==> src/rtl/pattern_match_if.sv <==
// Control, configuration and status bundle for the serial pattern matcher.
// The master drives requests, configuration and data; the slave reports status.
interface pattern_match_if #(
  parameter int PW = 8,
  parameter int CW = 8
);
  logic          start;
  logic          abort;
  logic [PW-1:0] cfg_pattern;
  logic [3:0]    cfg_len;
  logic          cfg_overlap;
  logic [CW-1:0] cfg_target;
  logic          x;
  logic          x_valid;
  logic          busy;
  logic          z;
  logic          done;
  logic          err;
  logic [CW-1:0] match_cnt;

  modport master (
    output start, abort, cfg_pattern, cfg_len, cfg_overlap, cfg_target, x, x_valid,
    input  busy, z, done, err, match_cnt
  );

  modport slave (
    input  start, abort, cfg_pattern, cfg_len, cfg_overlap, cfg_target, x, x_valid,
    output busy, z, done, err, match_cnt
  );
endinterface

==> src/rtl/pattern_match_ctrl.sv <==
// Serial bit-pattern detector with IDLE/RUN/DONE control, overlap selection,
// saturating match counter and an optional target count that ends the run.
module pattern_match_ctrl #(
  parameter int PW = 8,
  parameter int CW = 8
) (
  input  logic           clk,
  input  logic           reset,
  pattern_match_if.slave bus
);

  typedef enum logic [1:0] {IDLE, RUN, DONE} state_t;

  // cfg_len is 4 bits wide, so PW is assumed to be at most 15
  localparam logic [3:0] PW_L = 4'(PW);

  state_t        state_q, state_nxt;
  logic [PW-1:0] hist_q, hist_nxt, hist_sh;
  logic [PW-1:0] pat_q, pat_nxt, mask;
  logic [3:0]    fill_q, fill_nxt, fill_inc;
  logic [3:0]    len_q, len_nxt;
  logic          ovl_q, ovl_nxt;
  logic [CW-1:0] tgt_q, tgt_nxt;
  logic [CW-1:0] cnt_q, cnt_nxt, cnt_inc;
  logic          z_q, z_nxt, done_q, done_nxt, err_q, err_nxt;
  logic          len_ok, match;

  function automatic logic [CW-1:0] sat_inc_cnt(input logic [CW-1:0] v);
    return (v == {CW{1'b1}}) ? v : v + 1'b1;
  endfunction

  function automatic logic [3:0] sat_inc_fill(input logic [3:0] v);
    return (v >= PW_L) ? PW_L : v + 4'd1;
  endfunction

  always_ff @(posedge clk) begin
    if (reset) state_q <= IDLE;
    else       state_q <= state_nxt;
  end

  always_comb begin
    len_ok   = (bus.cfg_len != 4'd0) && (bus.cfg_len <= PW_L);
    hist_sh  = {hist_q[PW-2:0], bus.x};
    fill_inc = sat_inc_fill(fill_q);
    mask     = ~({PW{1'b1}} << len_q);
    match    = (state_q == RUN) && bus.x_valid && (fill_inc >= len_q) &&
               ((hist_sh & mask) == (pat_q & mask));
    cnt_inc  = sat_inc_cnt(cnt_q);

    state_nxt = state_q;
    hist_nxt  = hist_q;
    fill_nxt  = fill_q;
    pat_nxt   = pat_q;
    len_nxt   = len_q;
    ovl_nxt   = ovl_q;
    tgt_nxt   = tgt_q;
    cnt_nxt   = cnt_q;
    z_nxt     = match;
    done_nxt  = 1'b0;
    err_nxt   = 1'b0;

    case (state_q)
      IDLE: begin
        if (bus.start && !bus.abort) begin
          if (len_ok) begin
            pat_nxt   = bus.cfg_pattern;
            len_nxt   = bus.cfg_len;
            ovl_nxt   = bus.cfg_overlap;
            tgt_nxt   = bus.cfg_target;
            hist_nxt  = '0;
            fill_nxt  = 4'd0;
            cnt_nxt   = '0;
            state_nxt = RUN;
          end else begin
            err_nxt = 1'b1;
          end
        end
      end
      RUN: begin
        if (bus.x_valid) begin
          hist_nxt = hist_sh;
          fill_nxt = fill_inc;
        end
        // Non-overlapping mode demands a full fresh window after each hit
        if (match) begin
          cnt_nxt = cnt_inc;
          if (!ovl_q) fill_nxt = 4'd0;
        end
        if (bus.abort)
          state_nxt = IDLE;
        else if (match && (tgt_q != '0) && (cnt_inc == tgt_q))
          state_nxt = DONE;
      end
      DONE: begin
        done_nxt  = 1'b1;
        state_nxt = IDLE;
      end
      default: state_nxt = IDLE;
    endcase
  end

  always_ff @(posedge clk) begin
    if (reset) begin
      hist_q <= '0;
      fill_q <= 4'd0;
      pat_q  <= '0;
      len_q  <= 4'd0;
      ovl_q  <= 1'b0;
      tgt_q  <= '0;
      cnt_q  <= '0;
      z_q    <= 1'b0;
      done_q <= 1'b0;
      err_q  <= 1'b0;
    end else begin
      hist_q <= hist_nxt;
      fill_q <= fill_nxt;
      pat_q  <= pat_nxt;
      len_q  <= len_nxt;
      ovl_q  <= ovl_nxt;
      tgt_q  <= tgt_nxt;
      cnt_q  <= cnt_nxt;
      z_q    <= z_nxt;
      done_q <= done_nxt;
      err_q  <= err_nxt;
    end
  end

  assign bus.busy      = (state_q == RUN);
  assign bus.z         = z_q;
  assign bus.done      = done_q;
  assign bus.err       = err_q;
  assign bus.match_cnt = cnt_q;

endmodule

==> src/flat_wrapper.sv <==
// flat-port wrapper written by rule: the top's interface ports become plain ports
module pattern_match_ctrl_flat 
#(
  parameter int PW = 8,
  parameter int CW = 8
)
  (clk, reset, bus_start, bus_abort, bus_cfg_pattern, bus_cfg_len, bus_cfg_overlap, bus_cfg_target, bus_x, bus_x_valid, bus_busy, bus_z, bus_done, bus_err, bus_match_cnt);
  pattern_match_if #(.PW(PW), .CW(CW)) bus_i ();
  input  logic clk;
  input  logic reset;
  input wire logic [$bits(bus_i.start)-1:0] bus_start;
  input wire logic [$bits(bus_i.abort)-1:0] bus_abort;
  input wire logic [$bits(bus_i.cfg_pattern)-1:0] bus_cfg_pattern;
  input wire logic [$bits(bus_i.cfg_len)-1:0] bus_cfg_len;
  input wire logic [$bits(bus_i.cfg_overlap)-1:0] bus_cfg_overlap;
  input wire logic [$bits(bus_i.cfg_target)-1:0] bus_cfg_target;
  input wire logic [$bits(bus_i.x)-1:0] bus_x;
  input wire logic [$bits(bus_i.x_valid)-1:0] bus_x_valid;
  output wire logic [$bits(bus_i.busy)-1:0] bus_busy;
  output wire logic [$bits(bus_i.z)-1:0] bus_z;
  output wire logic [$bits(bus_i.done)-1:0] bus_done;
  output wire logic [$bits(bus_i.err)-1:0] bus_err;
  output wire logic [$bits(bus_i.match_cnt)-1:0] bus_match_cnt;
  assign bus_i.start = bus_start;
  assign bus_i.abort = bus_abort;
  assign bus_i.cfg_pattern = bus_cfg_pattern;
  assign bus_i.cfg_len = bus_cfg_len;
  assign bus_i.cfg_overlap = bus_cfg_overlap;
  assign bus_i.cfg_target = bus_cfg_target;
  assign bus_i.x = bus_x;
  assign bus_i.x_valid = bus_x_valid;
  assign bus_busy = bus_i.busy;
  assign bus_z = bus_i.z;
  assign bus_done = bus_i.done;
  assign bus_err = bus_i.err;
  assign bus_match_cnt = bus_i.match_cnt;
  pattern_match_ctrl #(.PW(PW), .CW(CW)) u_core (.clk(clk), .reset(reset), .bus(bus_i));
endmodule
==> config.mk <==
export PLATFORM = sky130hd
export DESIGN_NAME = pattern_match_ctrl_flat
export DESIGN_NICKNAME = d
export VERILOG_FILES = /design/src/rtl/pattern_match_if.sv /design/src/rtl/pattern_match_ctrl.sv /design/src/flat_wrapper.sv
export SDC_FILE = /design/constraint.sdc
export NUM_CORES = 1
export LEC_CHECK = 0
export BUFFER_PORTS_ARGS = -buffer_cell sky130_fd_sc_hd__buf_2
export CORE_UTILIZATION = 56
export CTS_CLUSTER_SIZE = 28
export DETAILED_ROUTE_END_ITERATION = 16
export HOLD_SLACK_MARGIN = 0.05
export PLACE_DENSITY = 0.85
export SYNTH_ARGS = -nofsm -noshare
export SYNTH_HDL_FRONTEND = slang
export SYNTH_SLANG_ARGS = --single-unit
==> constraint.sdc <==
create_clock -name clk -period 3.2 [get_ports clk]
set_clock_uncertainty 0.1 [all_clocks]
set_input_delay 0 -clock clk [delete_from_list [all_inputs] [get_ports clk]]
set_output_delay 0 -clock clk [all_outputs]
set_load 0.05 [all_outputs]
After elaboration in Yosys (flattened, before gate mapping)
Cells that the tools add are included.

$lt $le $gt $ge: 3. Eq/ne operators: 10. Shifts and indexed selects: 1. Muxes and demuxes: 21. Reductions and logical operators: 18. Add/subtract/negate cells: 2. Bitwise operators: 5.

Operators with widths (count): $mux 8 (4); $mux 4 (6); $and 8x8->8 (2); $eq 8x8->1 (2); $pmux 8 s2 (1); $pmux 7 s2 (1); $reduce_and 3->1 (3); $add 8x1->8 const B (1); $eq 8x8->1 const B (1); $mux 2 (4); $not 8->8 (1); $pmux 4 s2 (1); $reduce_and 4->1 (2); $reduce_bool 8->1 (1); $shl 8x4->8 const A (1); $logic_and 1x1->1 (7); $mux 7 (1); $ne 2x1->1 const B (3); $add 4x1->4 const B (1); $ge 4x4->1 (1); $ge 4x4->1 const B (1); $le 4x4->1 const B (1); $pmux 2 s2 (1); $reduce_bool 4->1 (1); other kinds (10) (12).

Bits of input ports: 27. Register bits: 45. Output and inout port bits: 12. Logic and storage cells: 71.

Longest topological paths before layout
Gate-level depths: netlist of the first run.

Depth after elaboration: 10. Gate-level depth with buffers: 9.

Worst setup path after synthesis of the first run
Ideal clock, no wire load.

Path kind: reg2reg. From: register u_core.cnt_q[0], in the netlist u_core.bus.match_cnt[0]. To: register u_core.state_q[1]. Library setup time: 60 ps. Stages on the path, launching flop included: 9. Data required time: 3040 ps. Setup slack: 638 ps. Data arrival time: 2402 ps. Cells stage by stage: dfxtp_1 ha_1 clkbuf_1 nand3_1 o2111ai_1 xnor2_1 o211ai_1 nor4_1 and3_1.

Longest elaborated chain between the ends: 6. Elaborated cells on any way between the ends: 7. Classes of those cells: 1 x add/sub; 3 x eq/ne; 1 x mux; 2 x reduce/logical.

RTL lines: start: declaration (line pattern_match_ctrl.sv:24) `logic [CW-1:0] cnt_q, cnt_nxt, cnt_inc;`; start signal: assignment (line pattern_match_ctrl.sv:121) `cnt_q <= cnt_nxt;`; $add 8x1->8 or $eq 8x8->1 (tied branches) (line pattern_match_ctrl.sv:29) `return (v == {CW{1'b1}}) ? v : v + 1'b1;`; $mux 8 (*) (line pattern_match_ctrl.sv:29); $eq 8x8->1 (*) (line pattern_match_ctrl.sv:91) `else if (match && (tgt_q != '0) && (cnt_inc == tgt_q))`; $logic_and 1x1->1 (*) (line pattern_match_ctrl.sv:91); $ne 3x2->1 (no source line) (*); $reduce_and 3->1 (no source line) (*); end signal: assignment (line pattern_match_ctrl.sv:38) `else state_q <= state_nxt;`; end: declaration (line pattern_match_ctrl.sv:17) `state_t state_q, state_nxt;`.

Every way passes the cells marked *; elsewhere a longest branch is shown, timed or not. A chain may end at the register's enable or synchronous reset.

Worst setup path after layout of the first run
From: register u_core.fill_q[0]. To: register u_core.fill_q[3].

Longest elaborated chain between the ends: 7. Elaborated cells on any way between the ends: 10. Classes of those cells: 1 x add/sub; 2 x order compare; 5 x mux; 2 x reduce/logical.

RTL lines: start: declaration (line pattern_match_ctrl.sv:20) `logic [3:0] fill_q, fill_nxt, fill_inc;`; start signal: assignment (line pattern_match_ctrl.sv:116) `fill_q <= fill_nxt;`; $add 4x1->4 or $ge 4x4->1 (tied branches) (line pattern_match_ctrl.sv:33) `return (v >= PW_L) ? PW_L : v + 4'd1;`; $mux 4 (*) (line pattern_match_ctrl.sv:33); $ge 4x4->1 (line pattern_match_ctrl.sv:46) `match = (state_q == RUN) && bus.x_valid && (fill_inc >= len_q) &&`; $logic_and 1x1->1 (2 in series) (line pattern_match_ctrl.sv:46); $mux 4 (*) (line pattern_match_ctrl.sv:85) `if (match) begin`; $pmux 4 s2 (*) (line pattern_match_ctrl.sv:62) `case (state_q)`.

Marked as above.

==> run metrics, run 1 <==
status=finished clean; initial core utilization=58.9%; WL final=6020 um; post-synth top area share=37.7%; Crit-path slowest cell=a2111oi_1; H-tree levels=2; # resized after CTS=0; RSZ-0062 raised after global routing=no; startpoint types=flip-flop; die height=67.3 um; GR peak layer=met2; worst min path class=input pin to flip-flop; Yosys warnings=0; launch point of the critical path=u_core.fill_q[0]; DR vias=2469; reg2reg start=u_core.fill_q[0]; vias in the first global route=2115; Net Sw Frac=24.3%; most frequent cell after synthesis=nand2_1; Power Internal=0.000890 W; final setup margin=0.175 ns; NetSw=0.000286 W; met2 Track Usage GR=44.8%; Synth cell types=54; ANT nets after route=0; Slew HR=35.5%; Comb power frac=11.6%; dominant cells by area after synthesis=dfxtp_1 38%, nand2_1 9.3%, a21oi_1 7.5%; first-pass GRT wire length=9420 um; top post-synthesis cells by count=59 x nand2_1, 45 x dfxtp_1, 36 x a21oi_1, 17 x nand3_1, 14 x nor2_1; fill cell count=307; Residual DRC=0; Iter 0 DRT Violations=237; GRT met3 Usage=6.08%; ys async rst share=0%; Max Transition Viols Final=0; Worst-Skew Late Latency=0.30 ns; placer congestion estimate=0.923; most used cell, CP=ha_1; Mapped Avg Cell Area=7.84 sq um; PortBufs=38; DIE WIDTH=67.3 um; Final min period=3.02 ns; syn nets=339; Peak Freq=331 MHz; Syn Inst Count=305; met1 Use GR=35.1%; Leak=1.12 nW; Routed WL per cell=14.5 um; Crit path largest cell delay=0.56 ns; grt ovf=0; sequential power share=49.8%; pwr dens=394 nW/um^2; Hold Fails Final Rpt=0; post-synth top area cell=dfxtp_1; CTS Buf Count=5; Max Buffers Root-to-Sink=2; vias per inst=5.96; GRT Overall Usage=27.6%; clk sink count=45; worst slew pin tran=0.966 ns; largest net degree at the start of global routing=47; dpl hpwl=3900 um; initial antenna violation count=0; flops & latches, synth=45; Clock power frac=38.6%; Max IR drop VDD=0.355 mV; Util after Layout=73.6%; type of the worst setup path=flip-flop to flip-flop; clk root buf=clkbuf_8; first drt pass iteration count=5; Synth Cell Area=2390 sq um; final setup fails=0; core area=4060 sq um; EDFF count, synth=0; HP Start=reset; TritonCTS clock tree=built; Synth Flop Type=dfxtp_1; area grow syn2layout=24.9%; period utilization=94.5%; Max FO, Critical Path=6; Worst EP arrival=3.17 ns; Max-Cap Viols=0; crit-path cells=inv_1 -> ha_1 -> nor2b_1 -> ha_1 -> a2111oi_1 -> nor4_4 -> nand3_1 -> nor2_1 -> o21ai_1 -> dlygate4sd3_1; TNS Setup=0 ns; pre-CTS setup slack=0.431 ns; sequential area share after synthesis=37.7%; layout cells sized above 1=15.4%; IO Pins=39; Inserted Diodes=0; Worst EP required=3.35 ns; final net count=397; CP Capture Type=flip-flop; row count=23; Total Die Area=4540 sq um; Clock transition at path regs=0.09 ns
==> cells in the final DEF, fill, tap and decap left out, types with 4 or more instances in the layout <==
cell type | netlist | final
and3_1 | 4 | 4
dlygate4sd3_1 | 0 | 27
clkbuf_8 | 0 | 6
a31oi_1 | 4 | 4
xnor2_1 | 11 | 11
ha_1 | 7 | 7
nand3_1 | 17 | 17
nand2_1 | 59 | 59
nor3_1 | 4 | 4
nor4_1 | 5 | 5
dfxtp_1 | 45 | 45
o21ai_0 | 8 | 8
nor2_1 | 14 | 14
xor2_1 | 5 | 5
a21oi_1 | 36 | 36
buf_2 | 2 | 38
inv_1 | 11 | 11
==> metal layers <==
metal | routed length (um) | vias to the layer above
met2 | 2870 | 100
met1 | 2690 | 1155
met5 | 0 | -
met3 | 339 | 14
met4 | 118 | 0
li1 | - | 1200
==> power by group through the flow <==
| stage | clock [W] | combinational [W] | sequential [W] |
|---|---|---|---|
| 6_report | 0.000454 | 0.000136 | 0.000585 |
| 5_1_grt | 0.000485 | 0.000148 | 0.000587 |
| 4_1_cts | 0.000458 | 0.000132 | 0.000585 |
| 3_5_place_dp | 0 | 0.000108 | 0.000598 |
| 3_3_place_gp | 0 | 0.000106 | 0.000597 |
| 2_1_floorplan | 0 | 0.0000712 | 0.000598 |
==> logic make-up after synthesis <==
group | count (synthesis) | synth area share, %
compound gates | 81 | 21.9
xor+xnor | 16 | 5.86
fa+ha+maj | 7 | 3.66
buf+inv | 28 | 4.55
flops | 45 | 37.7
simple gates | 128 | 26.4
==> path summary, 6_finish.rpt <==
check / to / slack [ns] / cells past startpoint
hold / removal: u_core.bus.match_cnt[6] / 0.21 / 2
setup / recovery: u_core.fill_q[3] / 0.18 / 10
hold reg to reg: u_core.pat_q[0] / 0.37 / 2
setup reg to reg: u_core.fill_q[3] / 0.18 / 10
==> area by class of cell <==
type | instances | area, sq um | share of cell area [%]
Clock buffer | 6 | 82.6 | 2.76
Clock inverter | 2 | 37.5 | 1.26
Inverter | 12 | 46.3 | 1.55
Multi-Input combinational cell | 232 | 1380 | 46.3
Sequential cell | 45 | 901 | 30.2
Tap cell | 50 | 62.6 | 2.09
Timing Repair Buffer | 67 | 475 | 15.9
==> per-stage QoR <==
step / hold WS (ns) / cells / instance area, sq um / total power (W)
4_1_cts: 0.205 / 413 / 2980 / 0.00117
5_1_grt: 0.221 / 414 / 2990 / 0.00122
6_report: 0.207 / 414 / 2990 / 0.00118
3_5_place_dp: 0.145 / 378 / 2590 / 0.000706
2_1_floorplan: 0.0360 / 305 / 2390 / 0.000669
3_3_place_gp: 0.140 / 378 / 2590 / 0.000703
==> state kept, by name (all words and copies together), names as in the netlist <==
name / cells
u_core.bus.match_cnt: 8
u_core.pat_q: 8
u_core.tgt_q: 8
u_core.hist_q: 7
u_core.fill_q: 4
u_core.len_q: 4
u_core.state_q: 2
u_core.bus.done: 1
u_core.bus.err: 1
u_core.bus.z: 1
u_core.ovl_q: 1
==> worst max-delay path, delay by kind of cell (launching register included) <==
family                   cells  cell delay (ns)
adder cells (fa/ha/maj)      2             0.56
buffers and inverters        2             0.62
flip-flops                   1             0.42
AO/OA/AOI/OAI                2             0.69
AND/OR/NAND/NOR              4             0.59
==> repair_timing <==
item	4_1_cts	5_1_grt
hold endpoints to repair	28	0
setup buffers	0	1
setup endpoints to repair	0	1
hold buffers	27	0
Power figures use the tool's default switching activity.
==> run 2: changes to the inputs <==
BUFFER_PORTS_ARGS = unset   (was -buffer_cell sky130_fd_sc_hd__buf_2)
CORE_UTILIZATION = 60   (was 56)
CTS_CLUSTER_SIZE = 10   (was 28)
DONT_BUFFER_PORTS = 1   (was unset)
PLACE_DENSITY = 0.82   (was 0.85)
==> run metrics, run 2 (synthesized netlist as in run 1, its figures left out) <==
Max IR drop VDD=0.277 mV (-22%); worst min path class=input pin to flip-flop; Residual DRC=0 (unchanged); final setup fails=0 (unchanged); commonest non-fill, non-tap cell in the layout=nand2_1; first-pass GRT wire length=10100 um (+6.8%); CTS Buf Count=5 (unchanged); grt ovf=0 (unchanged); placed cell count=344 (-9.0%); Routed WL per cell=15.9 um (+9.6%); crit-path cells=ha_1 -> xnor2_1 -> nor2_1 -> ha_1 -> o21ai_0 -> a222oi_1 -> nand3_1 -> nor4_1 -> and3_1; startpoint types=flip-flop; Design Power=0.00116 W (-1.4%); period utilization=89.1% (-5.4 points); Inserted Diodes=0 (unchanged); Max Buffers Root-to-Sink=2 (unchanged); # resized after CTS=0 (unchanged); status=finished clean; Crit path largest cell delay=0.56 ns (about the same); row count=22 (-4.3%); die height=65.1 um (-3.3%); initial antenna violation count=0 (unchanged); final net count=369 (-7.1%); Worst EP required=3.35 ns (about the same); Max-Cap Viols=0 (unchanged); TritonCTS clock tree=built; Slew HR=37.1% (+1.6 points); Worst EP arrival=3.00 ns (-0.17 ns); Max FO, Critical Path=6 (unchanged); worst slew pin tran=0.942 ns (-0.0239 ns); Peak Freq=351 MHz (+6.0%); first drt pass iteration count=6 (+1); layout cells sized above 1=6.85% (-8.5 points); IO Pins=39 (unchanged); H-tree levels=2 (unchanged); WL final=6120 um (+1.6%); Final Instance Count excl. Fillers=384 (-7.2%); DIE WIDTH=65.1 um (-3.3%); clk root buf=clkbuf_8; most used cell, CP=ha_1; Final min period=2.85 ns (-0.172 ns); type of the worst setup path=flip-flop to flip-flop; initial core utilization=63.9% (+4.9 points); DR vias=2318 (-6.1%); Crit-path slowest cell=a222oi_1; largest net degree at the start of global routing=47 (unchanged); vias in the first global route=2087 (-1.3%); commonest cells after routing, fill and taps aside=59 x nand2_1, 45 x dfxtp_1, 36 x a21oi_1; Leak=1.02 nW (-9.1%); Clock transition at path regs=0.08 ns (about the same); ANT nets after route=0 (unchanged); CP Capture Type=flip-flop; placer congestion estimate=0.917 (-0.66%); PortBufs=0 (-100%); crit path buf inv count=0 (-2); Setup Buffers After CTS=0 (unchanged); Iter 0 DRT Violations=282 (+19%); area grow syn2layout=20.8%; RSZ-0062 raised after global routing=no; clk sink count=45 (unchanged); GRT Overall Usage=31.1% (+3.5 points); Max Transition Viols Final=0 (unchanged); delay-heaviest family, CP=simple AND/OR/NAND/NOR gates; vias per inst=6.04 (+1.2%); Hold Fails Final Rpt=0 (unchanged); core area=3740 sq um (-7.7%); TNS Setup=0 ns (unchanged); pwr dens=401 nW/um^2 (+2.0%); dpl hpwl=3740 um (-4.2%); Worst-Skew Late Latency=0.30 ns (about the same); Total Die Area=4240 sq um (-6.5%)
run 2: changes by cell type in the layout (fill, tap and decap cells not counted), sizes merged:
cell         previous run  this run
clkinvlp                1         0
clkbuf                  6         7
dlygate4sd3            27        31
buf                    40         8
run 2: path summary, 6_finish.rpt:
path	start	end	slack, ns	cells past startpoint
setup / recovery	u_core.fill_q[0]	u_core.state_q[1]	0.35	9
hold / removal	bus_start	u_core.fill_q[2]	0.11	4
setup reg to reg	u_core.fill_q[0]	u_core.state_q[1]	0.35	9
hold reg to reg	u_core.pat_q[1]	u_core.pat_q[1]	0.38	2
run 2: power breakdown:
| part | internal [W] | leakage (nW) | switching, W | total, W |
|---|---|---|---|---|
| Sequential | 0.000572 | 0.364 | 0.0000145 | 0.000586 |
| Clock | 0.000255 | 0.0585 | 0.000193 | 0.000448 |
| Combinational | 0.0000572 | 0.596 | 0.0000678 | 0.000125 |
run 2: layer usage:
| metal | GRT usage [%] | vias up | share of wire, % |
|---|---|---|---|
| met1 | 41.2 | 1051 | 45 |
| met4 | 11.1 | 0 | 2.4 |
| li1 | - | 1147 | - |
| met5 | 0 | - | 0 |
| met2 | 49.2 | 105 | 47 |
| met3 | 7.64 | 15 | 5.4 |
run 2: layout make-up:
class,count,area [sq um]
flip-flops and latches,45,901
inverters,12,46.3
repair buffers,39,383
fillers,276,856
clock inverters,1,30.0
multi-input cells,232,1380
well taps,48,60.1
clock buffers,7,86.3
run 2: what timing repair did:
item / 4_1_cts / 5_1_grt
hold endpoints to repair: 45 / 0
setup endpoints to repair: 0 / 0
hold buffers: 32 / 0
run 2: worst reg2reg max path, delay by kind of cell, from the launching register on:
family | cells | cell delay (ns)
compound gates | 2 | 0.65
xor+xnor | 1 | 0.12
fa+ha+maj | 2 | 0.41
flops | 1 | 0.35
simple gates | 4 | 1.17
run 2: stage by stage:
step	area (sq um)	hold WS [ns]	worst slack, ns	utilization, %
2_1_floorplan	2390	0.0360	0.638	-
3_3_place_gp	2440	-0.0261	0.484	65.2
3_5_place_dp	2440	-0.0226	0.410	65.2
4_1_cts	2890	0.0845	0.400	77.1
5_1_grt	2890	0.126	0.135	77.1
6_report	2890	0.106	0.348	77.1
